### src/rtl/vga_scan_ctrl.sv
// vga_scan_ctrl: 640x480 raster timing with prefetching frame-buffer scan-out (rev 1.0).
// Optional build macro VGA_SCAN_UNDERFLOW_CNT_EN adds the saturating underflow_cnt output.
`default_nettype none

module vga_scan_ctrl #(
  parameter int H_ACTIVE   = 640,
  parameter int H_FP       = 16,
  parameter int H_SYNC     = 96,
  parameter int H_BP       = 48,
  parameter int V_ACTIVE   = 480,
  parameter int V_FP       = 10,
  parameter int V_SYNC     = 2,
  parameter int V_BP       = 33,
  parameter int ADDR_W     = 21,
  parameter int FIFO_DEPTH = 4
) (
  input  logic              clock,
  input  logic              reset,
  input  logic              enable,
  output logic              fb_req,
  output logic [ADDR_W-1:0] fb_addr,
  input  logic              fb_ack,
  input  logic [31:0]       fb_rdata,
  output logic [7:0]        vga_r,
  output logic [7:0]        vga_g,
  output logic [7:0]        vga_b,
  output logic              vga_hsync,
  output logic              vga_vsync,
  output logic              vga_valid,
  output logic              underflow
`ifdef VGA_SCAN_UNDERFLOW_CNT_EN
  ,
  output logic [15:0]       underflow_cnt
`endif
);

  localparam int H_TOTAL = H_ACTIVE + H_FP + H_SYNC + H_BP;
  localparam int V_TOTAL = V_ACTIVE + V_FP + V_SYNC + V_BP;
  localparam int HW      = $clog2(H_TOTAL);
  localparam int VW      = $clog2(V_TOTAL);
  localparam int PW      = $clog2(FIFO_DEPTH);
  localparam int CW      = PW + 1;

  localparam logic [HW-1:0]     H_LAST    = HW'(H_TOTAL - 1);
  localparam logic [HW-1:0]     H_ACT     = HW'(H_ACTIVE);
  localparam logic [HW-1:0]     HS_BEG    = HW'(H_ACTIVE + H_FP);
  localparam logic [HW-1:0]     HS_END    = HW'(H_ACTIVE + H_FP + H_SYNC);
  localparam logic [VW-1:0]     V_LAST    = VW'(V_TOTAL - 1);
  localparam logic [VW-1:0]     V_ACT     = VW'(V_ACTIVE);
  localparam logic [VW-1:0]     VS_BEG    = VW'(V_ACTIVE + V_FP);
  localparam logic [VW-1:0]     VS_END    = VW'(V_ACTIVE + V_FP + V_SYNC);
  localparam logic [ADDR_W-1:0] ADDR_LAST = ADDR_W'(H_ACTIVE * V_ACTIVE - 1);
  localparam logic [CW-1:0]     DEPTH     = CW'(FIFO_DEPTH);

  typedef enum logic [1:0] {
    ST_OFF   = 2'd0,
    ST_PRIME = 2'd1,
    ST_RUN   = 2'd2
  } state_t;

  state_t        state, state_nx;
  logic [HW-1:0] hcnt;
  logic [VW-1:0] vcnt;
  logic [23:0]   mem [FIFO_DEPTH];
  logic [PW-1:0] wr_ptr, rd_ptr;
  logic [CW-1:0] count, count_nx;
  logic          discard, desynced;
  logic          running, active, hs_win, vs_win, fifo_empty;
  logic          pop, starve, resync, flush, ack_take, push, req_nx;
  logic          unused_rdata;

  assign unused_rdata = ^fb_rdata[31:24];

  always_comb begin
    state_nx = state;
    case (state)
      ST_OFF:   if (enable) state_nx = ST_PRIME;
      ST_PRIME: if (!enable) state_nx = ST_OFF;
                else if (count == DEPTH) state_nx = ST_RUN;
      ST_RUN:   if (!enable) state_nx = ST_OFF;
      default:  state_nx = ST_OFF;
    endcase
  end

  assign running    = (state == ST_RUN) && enable;
  assign active     = (hcnt < H_ACT) && (vcnt < V_ACT);
  assign hs_win     = (hcnt >= HS_BEG) && (hcnt < HS_END);
  assign vs_win     = (vcnt >= VS_BEG) && (vcnt < VS_END);
  assign fifo_empty = (count == '0);
  assign pop        = running && active && !fifo_empty;
  assign starve     = running && active && fifo_empty;
  assign resync     = running && desynced && (hcnt == '0) && (vcnt == V_ACT);
  assign flush      = (state == ST_OFF) || resync;
  assign ack_take   = fb_req && fb_ack;
  // Data returned for a request issued before a flush belongs to the old stream.
  assign push       = ack_take && !discard && !flush;

  always_comb begin
    count_nx = count;
    if (flush)              count_nx = '0;
    else if (push && !pop)  count_nx = count + 1'b1;
    else if (pop && !push)  count_nx = count - 1'b1;
  end

  // One request in flight: after an ack the outstanding term is zero, so count_nx alone gates reissue.
  assign req_nx = (fb_req && !fb_ack) ? 1'b1
                                      : ((state_nx != ST_OFF) && (count_nx < DEPTH));

  always_ff @(posedge clock or posedge reset) begin
    if (reset) state <= ST_OFF;
    else       state <= state_nx;
  end

  always_ff @(posedge clock or posedge reset) begin
    if (reset) begin
      hcnt <= '0;
      vcnt <= '0;
    end else if (state != ST_RUN) begin
      hcnt <= '0;
      vcnt <= '0;
    end else if (hcnt == H_LAST) begin
      hcnt <= '0;
      vcnt <= (vcnt == V_LAST) ? '0 : vcnt + 1'b1;
    end else begin
      hcnt <= hcnt + 1'b1;
    end
  end

  always_ff @(posedge clock or posedge reset) begin
    if (reset) begin
      fb_req  <= 1'b0;
      fb_addr <= '0;
      discard <= 1'b0;
    end else begin
      fb_req <= req_nx;
      if (ack_take) begin
        discard <= 1'b0;
        if (discard || flush) fb_addr <= '0;
        else                  fb_addr <= (fb_addr == ADDR_LAST) ? '0 : fb_addr + 1'b1;
      end else if (flush) begin
        // Address must stay put under a pending request; it restarts when that ack lands.
        if (fb_req) discard <= 1'b1;
        else        fb_addr <= '0;
      end
    end
  end

  always_ff @(posedge clock or posedge reset) begin
    if (reset) begin
      wr_ptr <= '0;
      rd_ptr <= '0;
      count  <= '0;
    end else begin
      count <= count_nx;
      if (flush) begin
        wr_ptr <= '0;
        rd_ptr <= '0;
      end else begin
        if (push) wr_ptr <= wr_ptr + 1'b1;
        if (pop)  rd_ptr <= rd_ptr + 1'b1;
      end
    end
  end

  always_ff @(posedge clock) begin
    if (push) mem[wr_ptr] <= fb_rdata[23:0];
  end

  always_ff @(posedge clock or posedge reset) begin
    if (reset) begin
      desynced  <= 1'b0;
      underflow <= 1'b0;
    end else begin
      if (starve) underflow <= 1'b1;
      if (state == ST_OFF || resync) desynced <= 1'b0;
      else if (starve)               desynced <= 1'b1;
    end
  end

`ifdef VGA_SCAN_UNDERFLOW_CNT_EN
  always_ff @(posedge clock or posedge reset) begin
    if (reset)                                   underflow_cnt <= '0;
    else if (starve && underflow_cnt != 16'hFFFF) underflow_cnt <= underflow_cnt + 1'b1;
  end
`endif

  always_ff @(posedge clock or posedge reset) begin
    if (reset) begin
      {vga_r, vga_g, vga_b} <= '0;
      vga_hsync             <= 1'b1;
      vga_vsync             <= 1'b1;
      vga_valid             <= 1'b0;
    end else if (running) begin
      {vga_r, vga_g, vga_b} <= pop ? mem[rd_ptr] : 24'h0;
      vga_hsync             <= ~hs_win;
      vga_vsync             <= ~vs_win;
      vga_valid             <= active;
    end else begin
      {vga_r, vga_g, vga_b} <= '0;
      vga_hsync             <= 1'b1;
      vga_vsync             <= 1'b1;
      vga_valid             <= 1'b0;
    end
  end

endmodule

`default_nettype wire

### config.mk
export PLATFORM = sky130hd
export DESIGN_NAME = vga_scan_ctrl
export DESIGN_NICKNAME = d
export VERILOG_FILES = /design/src/rtl/vga_scan_ctrl.sv
export SDC_FILE = /design/constraint.sdc
export NUM_CORES = 1
export LEC_CHECK = 0
export CAP_MARGIN = 20
export CORE_MARGIN = 5
export CORE_UTILIZATION = 55
export CTS_CLUSTER_DIAMETER = 60
export DETAILED_ROUTE_END_ITERATION = 8
export PLACE_DENSITY = 0.79
export RECOVER_POWER = 100
export SETUP_SLACK_MARGIN = 0.02
export SYNTH_ARGS = -nofsm -noshare
export SYNTH_HDL_FRONTEND = slang
export SYNTH_SLANG_ARGS = --single-unit
### constraint.sdc
create_clock -name clock -period 3.98 [get_ports clock]
set_input_delay 0.796 -clock clock [delete_from_list [all_inputs] [get_ports clock]]
set_output_delay 0.796 -clock clock [all_outputs]
set_load 0.02 [all_outputs]
Yosys cells after proc, flatten, opt, wreduce, memory -nomap -nowiden:

Memories as Yosys holds them, arrays and structs flattened.
Index checks and enable logic that the tools add are counted.

* reduce and logical (&&, ||, !) cells: 37
* muxes and demuxes: 37
* shift operators: 0
* equality and inequality tests: 9
* $add $sub $neg: 7
* multipliers: 0
* magnitude comparators: 7
* divide/modulo/power cells: 0
* bitwise operators: 2

Operators with widths (number)
* 21-bit 2-to-1 mux: 5
* 10-bit 2-to-1 mux: 5
* 24-bit 2-to-1 mux: 1
* 8-bit 2-to-1 mux: 3
* 21-bit by 1-bit adder with 21-bit output, second input constant: 1
* 21-bit by 19-bit equality test with 1-bit output, second input constant: 1
* 10-bit by 1-bit adder with 10-bit output, second input constant: 2
* 10-bit equality test, second input constant: 2
* 10-bit less-than comparator, second input constant: 2
* 10-bit by 9-bit less-than comparator with 1-bit output, second input constant: 2
* 1-bit logical AND: 17
* 2-bit 2-to-1 mux: 8
* 2-bit nonzero test: 7
* 1-bit 2-to-1 mux: 11
* 10-bit by 9-bit equality test with 1-bit output, second input constant: 1
* 10-bit >= comparator, second input constant: 1
* 10-bit by 9-bit >= comparator with 1-bit output, second input constant: 1
* 10-bit logical NOT: 1
* 3-bit 2-to-1 mux: 3
* 1-bit logical NOT: 6
* 2-bit case mux with 3 select lines: 1
* 2-bit by 1-bit adder with 2-bit output, second input constant: 2
* 2-bit AND reduction: 2
* 3-bit by 1-bit adder with 3-bit output, second input constant: 1
* other kinds (11): 13

* register bits: 81
* latch bits: 0
* input bits: 36
* output and inout bits: 50
* word-level logic and storage cells: 117
* memory bits (read-only): 0
* memories: 1
* RAM bits: 96

Memories
* mem: words 4, bits a word 24, read ports 1, clocked after memory_dff 0, write ports 1, line 64 `logic [23:0] mem [FIFO_DEPTH];`

Longest topological paths before layout:

Gate-level depths: netlist of run 1.

* depth in word-level cells: 16
* gate-level depth with buffers: 8
* gate-level depth less buffers: 7

Worst setup path after synthesis of run 1:

No wires, ideal clock.

* path kind: input to register
* from: input fb_ack
* to: memory mem[0][0], enable pin
* data required time: 3.597 ns
* setup time: 0.383 ns
* cell stages on the path: 6
* arrival: 2.245 ns
* path buffers: 2
* slack: 1.352 ns
* cells stage by stage: and3b_1 buf_2 o21ai_1 a21oi_4 buf_2 and2_1

* longest elaborated chain between the ends: 5

RTL lines
* start, declared: line 22 `input logic fb_ack,`
* 1-bit logical AND: line 94 `assign ack_take = fb_req && fb_ack;`
* 1-bit logical AND (2 in series): line 96 `assign push = ack_take && !discard && !flush;`
* 1-bit 2-to-1 mux: line 166 `if (push) mem[wr_ptr] <= fb_rdata[23:0];`
* 1-bit 2-to-1 mux (implied by the code): line 166
* end, declared: line 64

Every way passes these cells.

Worst setup path after layout of run 1:

* from: input fb_ack
* to: register fb_addr[14]

* longest elaborated chain between the ends: 3
* elaborated cells on any way between the ends: 5
* those cells by class: 1 x eq/ne; 1 x mux; 3 x reduce/logical

RTL lines
* 1-bit logical AND (*): line 94
* 2-bit by 1-bit != test with 1-bit output (no line) / 2-bit nonzero test (equally long branches)
* 2-bit AND reduction (no line)
* end signal, assigned: line 139 `else fb_addr <= (fb_addr == ADDR_LAST) ? '0 : fb_addr + 1'b1;`
* end, declared: line 21 `output logic [ADDR_W-1:0] fb_addr,`

Mark *: on every way between the ends. The rest lies on a longest branch, timed or not.
A chain may end at the register's enable or synchronous reset.

==> summary.txt, run 1 <==
RUN STATUS
-------------------------------------------------------------------------------------------------
Outcome                                                                                 completed

DIE
-------------------------------------------------------------------------------------------------
Horizontal extent of the die                                                               127 µm
Full die area                                                                           16000 µm²
Initial standard-cell utilization of the core                                               56.2%
FP Rows                                                                                        42
Vert. Die Dim                                                                              127 µm
Placeable Area                                                                          13300 µm²
IO Pins                                                                                        86

TIMING
-------------------------------------------------------------------------------------------------
Setup Viol. Count Final                                                                         0
Max-slew violation total from the final report                                                  0
Worst rel slew slack                                                                        18.8%
Unrepaired setup endpoints after global routing                                             false
Setup slack of the critical path after layout                                            0.825 ns
Clock tree skew after final layout                                                     0.00867 ns
Transition at the pin with the smallest max-transition slack                              1.21 ns
Final critical path time including I/O delays and setup                                   3.16 ns
Total negative slack                                                                         0 ns
Final worst path period share                                                               79.3%
Maximum frequency from static timing analysis                                             317 MHz
Final Hold Vio Count                                                                            0

GRT
-------------------------------------------------------------------------------------------------
Via count of the first global-routing pass                                                   4698
Overall Global Routing Usage                                                                19.4%
Maximum number of pins on one net before global-route repair                                   42
Antenna violations before repair                                                                1
Global-route wire length before repair                                                   24300 µm
Overflow left after global routing                                                              0

CTS
-------------------------------------------------------------------------------------------------
Register clock-pin slew on the reported worst setup and hold paths                        0.06 ns
CTS Buf Count                                                                                  17
Count of H-tree levels built during CTS                                                         4
TritonCTS clock tree                                                                         done
Clock latency of the later-clocked register in the worst-skew pair                        0.42 ns
Number of hold buffers added after cts                                                          0
Number of setup buffers added after CTS                                                         0
Number of sinks driven by the clock tree                                                      177
Number of cells upsized or downsized after cts                                                  0
Deepest clock path buffer count                                                                 2
Clock root buffer                                                                       clkbuf_16

SYNTHESIS
-------------------------------------------------------------------------------------------------
Leading post-synthesis cells by cell area                                            edfxtp_1 39%, dfrtp_1 26%, mux4_2 7.2%
Post-Syn Area                                                                            7470 µm²
Yosys reg bits                                                                                177
Share of flip-flops with an asynchronous set or reset after synthesis                       45.8%
Post-Synthesis Mean Instance Area                                                        14.0 µm²
Count of flip-flops with a built-in enable after synthesis                                     96
Count of yosys warnings during synthesis                                                        0
Syn Inst Count                                                                                533
Dominant register cell in the synthesized netlist                                        edfxtp_1
Synth top cells by count                                                             96 x edfxtp_1, 79 x dfrtp_1, 36 x nand2_1
Number of distinct library cell variants in the gate-level netlist after synthesis             65
Syn Nets                                                                                      581
Portion of the post-synthesis area used by sequential elements                              65.8%
Yosys top cell area share                                                                   38.6%
Most frequent cell after synthesis                                                       edfxtp_1
Most area-hungry cell type in the Yosys netlist                                          edfxtp_1

CRITICAL PATH
-------------------------------------------------------------------------------------------------
Critical path type                                                                   primary input to flop
Type of destination of the critical path                                                     flop
Required time of the critical path                                                        4.29 ns
Critical path buffers and inverters                                                             2
Setup crit end                                                                        fb_addr[14]
CP max-delay cell                                                                    clkdlybuf4s50_1
Crit path cell chain                                                                 clkdlybuf4s50_1, and3b_1, o21ai_1, a21oi_4, clkbuf_1, nand2_1, o311ai_1
Critical path arrival                                                                     3.47 ns
Stages on worst setup path                                                                      7
Maximum cell stage delay along the critical path                                          0.58 ns
Launch instance of the worst register-to-register path                                    vcnt[8]
CP delay by family, top                                                              buffers and inverters
Startpoint Class                                                                     primary input
Max FO, Critical Path                                                                          15
Reg-to-reg slack, setup                                                                   1.20 ns
Terminus of the critical flop-to-flop path                                             fb_addr[8]
Depth of the worst register-to-register path                                                    6
First element of the critical path                                                         fb_ack

LAYOUT
-------------------------------------------------------------------------------------------------
Relative area change from synthesis to final layout                                         20.9%
Number of diodes added for antenna fixing                                                       0
Fraction of layout cells with a size suffix above 1                                         11.5%
Sequential cell area in the final layout                                                 4910 µm²
Final core area utilization                                                                 67.9%
Multi-input logic area                                                                   2350 µm²
Final non-filler cell total                                                                   803
Count of fill cells added during filler insertion                                             919
Net count reported at finish                                                                  662

ROUTE
-------------------------------------------------------------------------------------------------
Count of nets left with antenna violations after detail routing                                 0
Met2 WL                                                                                   7460 µm
Via count                                                                                    4692
Total iterations of the first detailed-routing run                                              5
Met3 routed wirelength                                                                     807 µm
Detailed Route WL                                                                        14700 µm
Top metal layer carrying routed signals                                                      met5
Met1 wire length                                                                          6190 µm
Via-to-Cell Ratio                                                                            5.84
Routed wire per std cell                                                                  18.3 µm
DRC violation total after the first TritonRoute iteration                                     374
Final routed DRC violation total                                                                0

POWER
-------------------------------------------------------------------------------------------------
Flop pwr share                                                                              51.3%
Net switching component of the power                                                       823 µW
Share of power burned in combinational logic                                                 4.6%
Static leakage                                                                         0.00348 µW
P per Cell Area                                                                        429 nW/µm²
Switching portion of total power                                                            21.3%
Clock network power share                                                                   44.1%
Worst vdd rail ir drop                                                                     368 µV
Internal power of the cells                                                               3050 µW

PLACE
-------------------------------------------------------------------------------------------------
Placement Setup Slack                                                                    0.763 ns
Detailed placer's ending HPWL                                                             9420 µm
Cell count after placement                                                                    771
Routability congestion estimate from global placement                                       0.848
Count of input and output buffers                                                              77

RUN
-------------------------------------------------------------------------------------------------
Number of maximum-capacitance violations                                                        0

HOLD PATH
-------------------------------------------------------------------------------------------------
Worst hold path class                                                                flop to flop

power by group through the flow:
stage,sequential (µW),combinational [µW],clock (µW)
after floorplan,2020,105,0
after global placement,2020,176,0
after detailed placement,2020,186,0
after CTS,1990,188,1740
after global routing,1990,199,1820
final,1990,176,1710
registers in the layout (all words and copies together), names as in the netlist:
register	cells
count	3
desynced	1
discard	1
fb_addr	21
fb_req	1
hcnt	10
mem	96
rd_ptr	2
state	2
underflow	1
vcnt	10
vga_b	8
vga_g	8
vga_hsync	1
vga_r	8
vga_valid	1
vga_vsync	1
wr_ptr	2
worst register-to-register path: stages, from the launching register on:
cell and delay, ns:
dfrtp_1 0.47, or3b_4 0.43, nor3_1 0.55, a21oi_4 0.23
clkbuf_1 0.32, and2_0 0.33, a221o_1 0.33
cell usage in the layout (no fill, tap or decap), types with 9 or more instances in the layout:
cell,count
nand3_1,26
dlygate4sd3_1,76
a21oi_1,9
xnor2_1,9
clkbuf_16,17
nand4_1,16
nand2_1,36
edfxtp_1,96
ha_1,12
inv_1,18
mux4_2,24
nor2b_1,29
o21ai_0,22
nor2_1,27
dfrtp_1,78
per-stage QoR:
step,hold slack (ns),cell area (µm²),power (µW)
floorplan,0.457,7470,2130
global placement,0.451,8400,2200
detailed placement,0.482,8450,2210
CTS,0.500,9060,3910
global route,0.539,9020,4010
finish,0.474,9020,3870
per-layer routing:
metal  GRT usage, %  up-vias
met1           26.1     2357
met3           4.67       19
met5              0        -
li1               -     2155
met2           31.5      159
met4           6.37        2
how the worst min path moves through the flow:
| stage | startpoint | to | slack, ns | depth (start not counted) |
|---|---|---|---|---|
| floorplan | vcnt[3] | vga_vsync | 0.46 | 1 |
| finish | underflow | underflow | 0.47 | 1 |
| CTS | underflow | underflow | 0.50 | 1 |
| global placement | underflow | underflow | 0.45 | 1 |
| detailed placement | underflow | underflow | 0.48 | 1 |
| global route | underflow | underflow | 0.54 | 1 |
area by class of cell:
cell class	instances	area share, %
tap	176	2.44
multi-input combinational	312	26.1
sequential	177	54.4
clock buffer	20	4.84
timing repair buffer	87	9.50
clock inverter	12	1.89
inverter	19	0.804
kinds of logic (layout without fill, tap and decap cells):
logic type / count (synthesis) / in the layout / share of synthesized area [%]
fa+ha+maj: 12 / 12 / 2.01
xor+xnor: 16 / 16 / 1.88
simple gates: 191 / 191 / 14.4
flops: 177 / 177 / 65.8
buf+inv: 44 / 138 / 2.53
mux: 25 / 25 / 7.37
compound gates: 68 / 68 / 6.05
Note: power is estimated with default switching activity, not from simulation.
==> inputs of run 2 (changes only) <==
==> constraint.sdc (replaced) <==
create_clock -name clock -period 3.23 [get_ports clock]
set_input_delay 0.646 -clock clock [delete_from_list [all_inputs] [get_ports clock]]
set_output_delay 0.646 -clock clock [all_outputs]
set_load 0.02 [all_outputs]
==> run 2 against run 1 <==
- the flow now finishes with violations (max-capacitance violations, max-slew violations)
- sequential power up 23%
- critical path type unchanged
- combinational power up 27%
- first-iteration DRC count increased by 5.9%
- via count down 0.34%
- clock skew rose by 0.0038 ns
- final area about the same
- critical path depth shrank 1
- global-route usage decreased by 0.24 points
- utilization barely moved
==> summary.txt, run 2 (synthesis results as in run 1) <==
RUN STATUS
----------------------------------------------------------------------------------
Outcome                                                               complete, but fails checks   was completed
Failing checks                                                        max-capacitance violations, max-slew violations

ROUTE
----------------------------------------------------------------------------------
DRC violation total after the first TritonRoute iteration                      396   was 374
Count of nets left with antenna violations after detail routing                  0   unchanged
Detailed Route WL                                                         14600 µm   was 14700 µm
Total iterations of the first detailed-routing run                               4   was 5
Routed wire per std cell                                                   18.2 µm   was 18.3 µm
Via-to-Cell Ratio                                                             5.82   was 5.84
Final routed DRC violation total                                                 0   unchanged
Via count                                                                     4676   was 4692

LAYOUT
----------------------------------------------------------------------------------
Multi-input logic area                                                    2350 µm²   unchanged
Net count reported at finish                                                   660   was 662
Fraction of layout cells with a size suffix above 1                          12.0%   was 11.5%
Sequential cell area in the final layout                                  4910 µm²   unchanged
Count of fill cells added during filler insertion                              903   was 919
Total non-filler cell area in the finished layout                         9020 µm²   about the same
Relative area change from synthesis to final layout                          20.8%   was 20.9%
Biggest registers after layout                                        mem: 96 flops, fb_addr: 21 flops   unchanged
Top register by number of flip-flops                                           mem   unchanged
Most used cells in the layout excluding fill and tap cells            96 x edfxtp_1, 78 x dfrtp_1, 76 x dlygate4sd3_1   unchanged
Leading cell type in the layout, fill and taps excluded                   edfxtp_1   unchanged
Flip-flop count of the largest register, all copies and words added             96   unchanged

CTS
----------------------------------------------------------------------------------
Register clock-pin slew on the reported worst setup and hold paths         0.07 ns   was 0.06 ns
Deepest clock path buffer count                                                  2   unchanged
CTS Buf Count                                                                   17   unchanged
Clock latency of the later-clocked register in the worst-skew pair         0.43 ns   was 0.42 ns
Number of setup buffers added after CTS                                          0   unchanged
TritonCTS clock tree                                                          done   unchanged
Count of H-tree levels built during CTS                                          4   unchanged
Number of hold buffers added after cts                                           0   unchanged
Clock root buffer                                                        clkbuf_16   unchanged
Number of sinks driven by the clock tree                                       177   unchanged
Number of cells upsized or downsized after cts                                   0   unchanged

DIE
----------------------------------------------------------------------------------
Full die area                                                            16000 µm²   unchanged
Horizontal extent of the die                                                127 µm   unchanged
Placeable Area                                                           13300 µm²   unchanged
IO Pins                                                                         86   unchanged
FP Rows                                                                         42   unchanged
Initial standard-cell utilization of the core                                56.2%   unchanged
Vert. Die Dim                                                               127 µm   unchanged

CRITICAL PATH
----------------------------------------------------------------------------------
Required time of the critical path                                         3.24 ns   was 4.29 ns
Type of destination of the critical path                                      flop   unchanged
Critical path arrival                                                      2.91 ns   was 3.47 ns
Critical path type                                                    primary input to flop   unchanged
Startpoint Class                                                      primary input   unchanged
Max FO, Critical Path                                                           24   was 15

PLACE
----------------------------------------------------------------------------------
Routability congestion estimate from global placement                        0.863   was 0.848
Detailed placer's ending HPWL                                              9200 µm   was 9420 µm
DP Area                                                                   8470 µm²   was 8450 µm²
Count of input and output buffers                                               77   unchanged

TIMING
----------------------------------------------------------------------------------
Setup Viol. Count Final                                                          0   unchanged
Max-slew violation total from the final report                                  34   was 0
Final critical path time including I/O delays and setup                    2.89 ns
Hold slack final                                                          0.461 ns   was 0.474 ns
Transition at the pin with the smallest max-transition slack               1.56 ns   was 1.21 ns
Final Hold Vio Count                                                             0   unchanged
Maximum frequency from static timing analysis                              346 MHz
Final worst path period share                                                89.5%
Worst rel slew slack                                                        -4.66%   was 18.8%
Unrepaired setup endpoints after global routing                              false   unchanged
Total negative slack                                                          0 ns   unchanged
Clock tree skew after final layout                                       0.0125 ns   was 0.00867 ns

GRT
----------------------------------------------------------------------------------
Global-route wire length before repair                                    24200 µm   was 24300 µm
Overflow left after global routing                                               0   unchanged
Via count of the first global-routing pass                                    4849   was 4698
Antenna violations before repair                                                 1   unchanged
Maximum number of pins on one net before global-route repair                    49   was 42
Overall Global Routing Usage                                                 19.2%   was 19.4%

POWER
----------------------------------------------------------------------------------
Static leakage                                                          0.00347 µW   was 0.00348 µW
P per Cell Area                                                         520 nW/µm²   was 429 nW/µm²
Worst vdd rail ir drop                                                      487 µV   was 368 µV

RUN
----------------------------------------------------------------------------------
Number of maximum-capacitance violations                                         1   was 0

HOLD PATH
----------------------------------------------------------------------------------
Worst hold path class                                                 flop to flop   unchanged

-- run 2: changes by cell type in the layout (fill, tap and decap cells not counted), sizes merged --
cell and delta:
clkinvlp +2, clkbuf -8, buf +3, bufinv -2, diode +2, clkinv +3
-- run 2: final cells by class --
cell class / instances / share of cell area, %
Clock buffer: 17 / 4.72
Multi-Input combinational cell: 312 / 26.1
Sequential cell: 177 / 54.5
Clock inverter: 15 / 1.84
Tap cell: 176 / 2.44
Timing Repair Buffer: 85 / 9.57
Inverter: 19 / 0.804
Antenna cell: 2 / 0.0555
-- run 2: path summary, 6_finish.rpt --
check	startpoint	end	slack, ns	cells past startpoint
worst min register to register	underflow	underflow	0.46	1
min in group asynchronous	reset	vcnt[0]	1.05	2
worst min-delay path	underflow	underflow	0.46	1
worst max-delay path	enable	mem[2][6]	0.34	6
max in group asynchronous	reset	wr_ptr[0]	1.33	3
worst max register to register	vcnt[8]	mem[2][6]	0.57	5
-- run 2: through the flow --
step	total power [µW]	utilization [%]	worst slack [ns]	std cells
final	4690	67.9	0.338	803
after global routing	4860	67.8	0.254	802
after CTS	4740	68.1	0.733	801
after floorplan	2620	-	0.507	533
after detailed placement	2730	63.7	0.291	769
after global placement	2710	63.7	0.366	769
-- run 2: worst max-delay path, cell delays in order --
cell and delay, ns:
dlygate4sd3_1 0.65, nand4bb_1 0.22, nor3_1 0.58, a21oi_4 0.14, and2_0 0.18, clkbuf_2 0.47
-- run 2: layer usage --
metal / wire, µm / part of all wire (%) / track usage, % / vias to the layer above
met5: 0 / 0 / 0 / -
met2: 7560 / 52 / 32.4 / 142
met1: 6060 / 42 / 24.5 / 2368
li1: - / - / - / 2149
met3: 786 / 5.4 / 5.13 / 17
met4: 188 / 1.3 / 5.80 / 0
-- run 2: power by group --
group | internal [µW] | total, µW | switching, µW
sequential | 2420 | 2440 | 22.3
combinational | 94.6 | 224 | 129
clock | 1100 | 2030 | 927
==> inputs of run 3 (changes only) <==
--- a/config.mk
+++ b/config.mk
@@ -13,6 +13,7 @@
 export PLACE_DENSITY = 0.79
 export RECOVER_POWER = 100
 export SETUP_SLACK_MARGIN = 0.02
+export SLEW_MARGIN = 30
 export SYNTH_ARGS = -nofsm -noshare
 export SYNTH_HDL_FRONTEND = slang
 export SYNTH_SLANG_ARGS = --single-unit
==> run 3 against run 2 <==
- the run still ends with max-capacitance violations, max-slew violations left
- register-to-register slack about the same
- power barely moved
- fmax rose by 0.17%
- worst setup slack better by 0.0048 ns
- flip-flop and latch count did not move
- clock power hardly changed
- non-clock buffer count unchanged
- via count is essentially flat
- sequential power about the same
- clock skew about the same
- final cell count did not move
- critical path type unchanged
- largest cell class unchanged
- highest routed layer unchanged
==> summary.txt, run 3 (synthesis results as in run 1) <==
RUN STATUS
----------------------------------------------------------------------------------
Outcome                                                               complete, but fails checks   unchanged
Failing checks                                                        max-capacitance violations, max-slew violations   unchanged

LAYOUT
----------------------------------------------------------------------------------
Relative area change from synthesis to final layout                          20.9%   was 20.8%
Net count reported at finish                                                   660   unchanged
Most used cells in the layout excluding fill and tap cells            96 x edfxtp_1, 78 x dfrtp_1, 76 x dlygate4sd3_1   unchanged
Biggest registers after layout                                        mem: 96 flops, fb_addr: 21 flops   unchanged
Top register by number of flip-flops                                           mem   unchanged
Count of fill cells added during filler insertion                              901   was 903
Flip-flop count of the largest register, all copies and words added             96   unchanged
Leading cell type in the layout, fill and taps excluded                   edfxtp_1   unchanged
Fraction of layout cells with a size suffix above 1                          12.0%   unchanged

CRITICAL PATH
----------------------------------------------------------------------------------
Critical path arrival                                                      2.90 ns   was 2.91 ns
Critical path buffers and inverters                                              2   unchanged
Maximum cell stage delay along the critical path                           0.66 ns   was 0.65 ns
CP delay by family, top                                               buffers and inverters   unchanged
CP max-delay cell                                                     dlygate4sd3_1   unchanged
Type of destination of the critical path                                      flop   unchanged
Crit path cell chain                                                  dlygate4sd3_1, nand4bb_1, nor3_1, a21oi_4, and2_0, clkbuf_2   unchanged
Terminus of the critical flop-to-flop path                               mem[2][6]   unchanged
Depth of the worst register-to-register path                                     5   unchanged
Reg-to-reg slack, setup                                                    0.58 ns   was 0.57 ns
Startpoint Class                                                      primary input   unchanged
Critical path type                                                    primary input to flop   unchanged
Launch instance of the worst register-to-register path                     vcnt[8]   unchanged
Setup crit end                                                           mem[2][6]   unchanged
First element of the critical path                                          enable   unchanged
Required time of the critical path                                         3.24 ns   about the same
Max FO, Critical Path                                                           24   unchanged
Stages on worst setup path                                                       6   unchanged

POWER
----------------------------------------------------------------------------------
Worst vdd rail ir drop                                                      487 µV   about the same
Static leakage                                                          0.00347 µW   about the same
P per Cell Area                                                         520 nW/µm²   about the same

TIMING
----------------------------------------------------------------------------------
Worst rel slew slack                                                        -4.59%   was -4.66%
Setup Viol. Count Final                                                          0   unchanged
Final worst path period share                                                89.4%   was 89.5%
Unrepaired setup endpoints after global routing                              false   unchanged
Final critical path time including I/O delays and setup                    2.89 ns   about the same
Clock tree skew after final layout                                       0.0126 ns   was 0.0125 ns
Total negative slack                                                          0 ns   unchanged
Maximum frequency from static timing analysis                              346 MHz   about the same
Max-slew violation total from the final report                                  34   unchanged
Transition at the pin with the smallest max-transition slack               1.56 ns   about the same
Final Hold Vio Count                                                             0   unchanged
Hold slack final                                                          0.461 ns   about the same

ROUTE
----------------------------------------------------------------------------------
Total iterations of the first detailed-routing run                               5   was 4
Routed wire per std cell                                                   18.2 µm   about the same
Via-to-Cell Ratio                                                             5.83   was 5.82
Final routed DRC violation total                                                 0   unchanged
Detailed Route WL                                                         14600 µm   about the same
Count of nets left with antenna violations after detail routing                  0   unchanged
DRC violation total after the first TritonRoute iteration                      429   was 396
Via count                                                                     4679   was 4676

DIE
----------------------------------------------------------------------------------
Placeable Area                                                           13300 µm²   unchanged
Horizontal extent of the die                                                127 µm   unchanged
Full die area                                                            16000 µm²   unchanged
FP Rows                                                                         42   unchanged
IO Pins                                                                         86   unchanged
Vert. Die Dim                                                               127 µm   unchanged
Initial standard-cell utilization of the core                                56.2%   unchanged

PLACE
----------------------------------------------------------------------------------
Count of input and output buffers                                               77   unchanged
Detailed placer's ending HPWL                                              9200 µm   unchanged
Routability congestion estimate from global placement                        0.863   unchanged

GRT
----------------------------------------------------------------------------------
Antenna violations before repair                                                 1   unchanged
Overall Global Routing Usage                                                 19.2%   unchanged
Overflow left after global routing                                               0   unchanged
Maximum number of pins on one net before global-route repair                    49   unchanged
Via count of the first global-routing pass                                    4849   unchanged
Global-route wire length before repair                                    24200 µm   unchanged

CTS
----------------------------------------------------------------------------------
TritonCTS clock tree                                                          done   unchanged
CTS Buf Count                                                                   17   unchanged
Number of hold buffers added after cts                                           0   unchanged
Deepest clock path buffer count                                                  2   unchanged
Number of setup buffers added after CTS                                          0   unchanged
Clock latency of the later-clocked register in the worst-skew pair         0.43 ns   about the same
Count of H-tree levels built during CTS                                          4   unchanged
Register clock-pin slew on the reported worst setup and hold paths         0.07 ns   about the same
Number of cells upsized or downsized after cts                                   0   unchanged
Clock root buffer                                                        clkbuf_16   unchanged
Number of sinks driven by the clock tree                                       177   unchanged

RUN
----------------------------------------------------------------------------------
Number of maximum-capacitance violations                                         1   unchanged

HOLD PATH
----------------------------------------------------------------------------------
Worst hold path class                                                 flop to flop   unchanged

==> run 3: area by class of cell <==
cell class,count,area (µm²),area share [%]
diodes,2,5.00,0.0554
clock buffers,17,425,4.71
clock inverters,15,166,1.84
inverters,19,72.6,0.804
multi-input cells,312,2360,26.2
flip-flops and latches,177,4910,54.4
well taps,176,220,2.44
repair buffers,85,863,9.56
==> run 3: per-stage QoR <==
stage          instances  cell area [µm²]  setup slack, ns  util, %  total power, µW
2_1_floorplan        533             7470            0.507        -             2620
3_3_place_gp         769             8470            0.366     63.7             2710
5_1_grt              802             9030            0.254     67.9             4860
6_report             803             9030            0.343     67.9             4700
3_5_place_dp         769             8470            0.291     63.7             2730
4_1_cts              801             9060            0.733     68.1             4740
==> run 3: worst min path at each step <==
stage | startpoint | end | slack (ns) | cells after the start
2_1_floorplan | vcnt[3] | vga_vsync | 0.46 | 1
3_3_place_gp | underflow | underflow | 0.45 | 1
3_5_place_dp | underflow | underflow | 0.45 | 1
4_1_cts | underflow | underflow | 0.47 | 1
5_1_grt | underflow | underflow | 0.50 | 1
6_report | underflow | underflow | 0.46 | 1
==> run 3: routing by layer <==
metal  wire, µm  vias to the layer above  track usage [%]
met3        747                       15             5.13
met5          0                        -                0
li1           -                     2152                -
met4        184                        0             5.80
met2       7580                      144             32.4
met1       6130                     2368             24.5
==> run 3: power by group <==
part | internal [µW] | total, µW | switching, µW
Combinational | 95.1 | 225 | 130
Clock | 1100 | 2030 | 929
Sequential | 2420 | 2440 | 22.3
Total | 3620 | 4700 | 1080
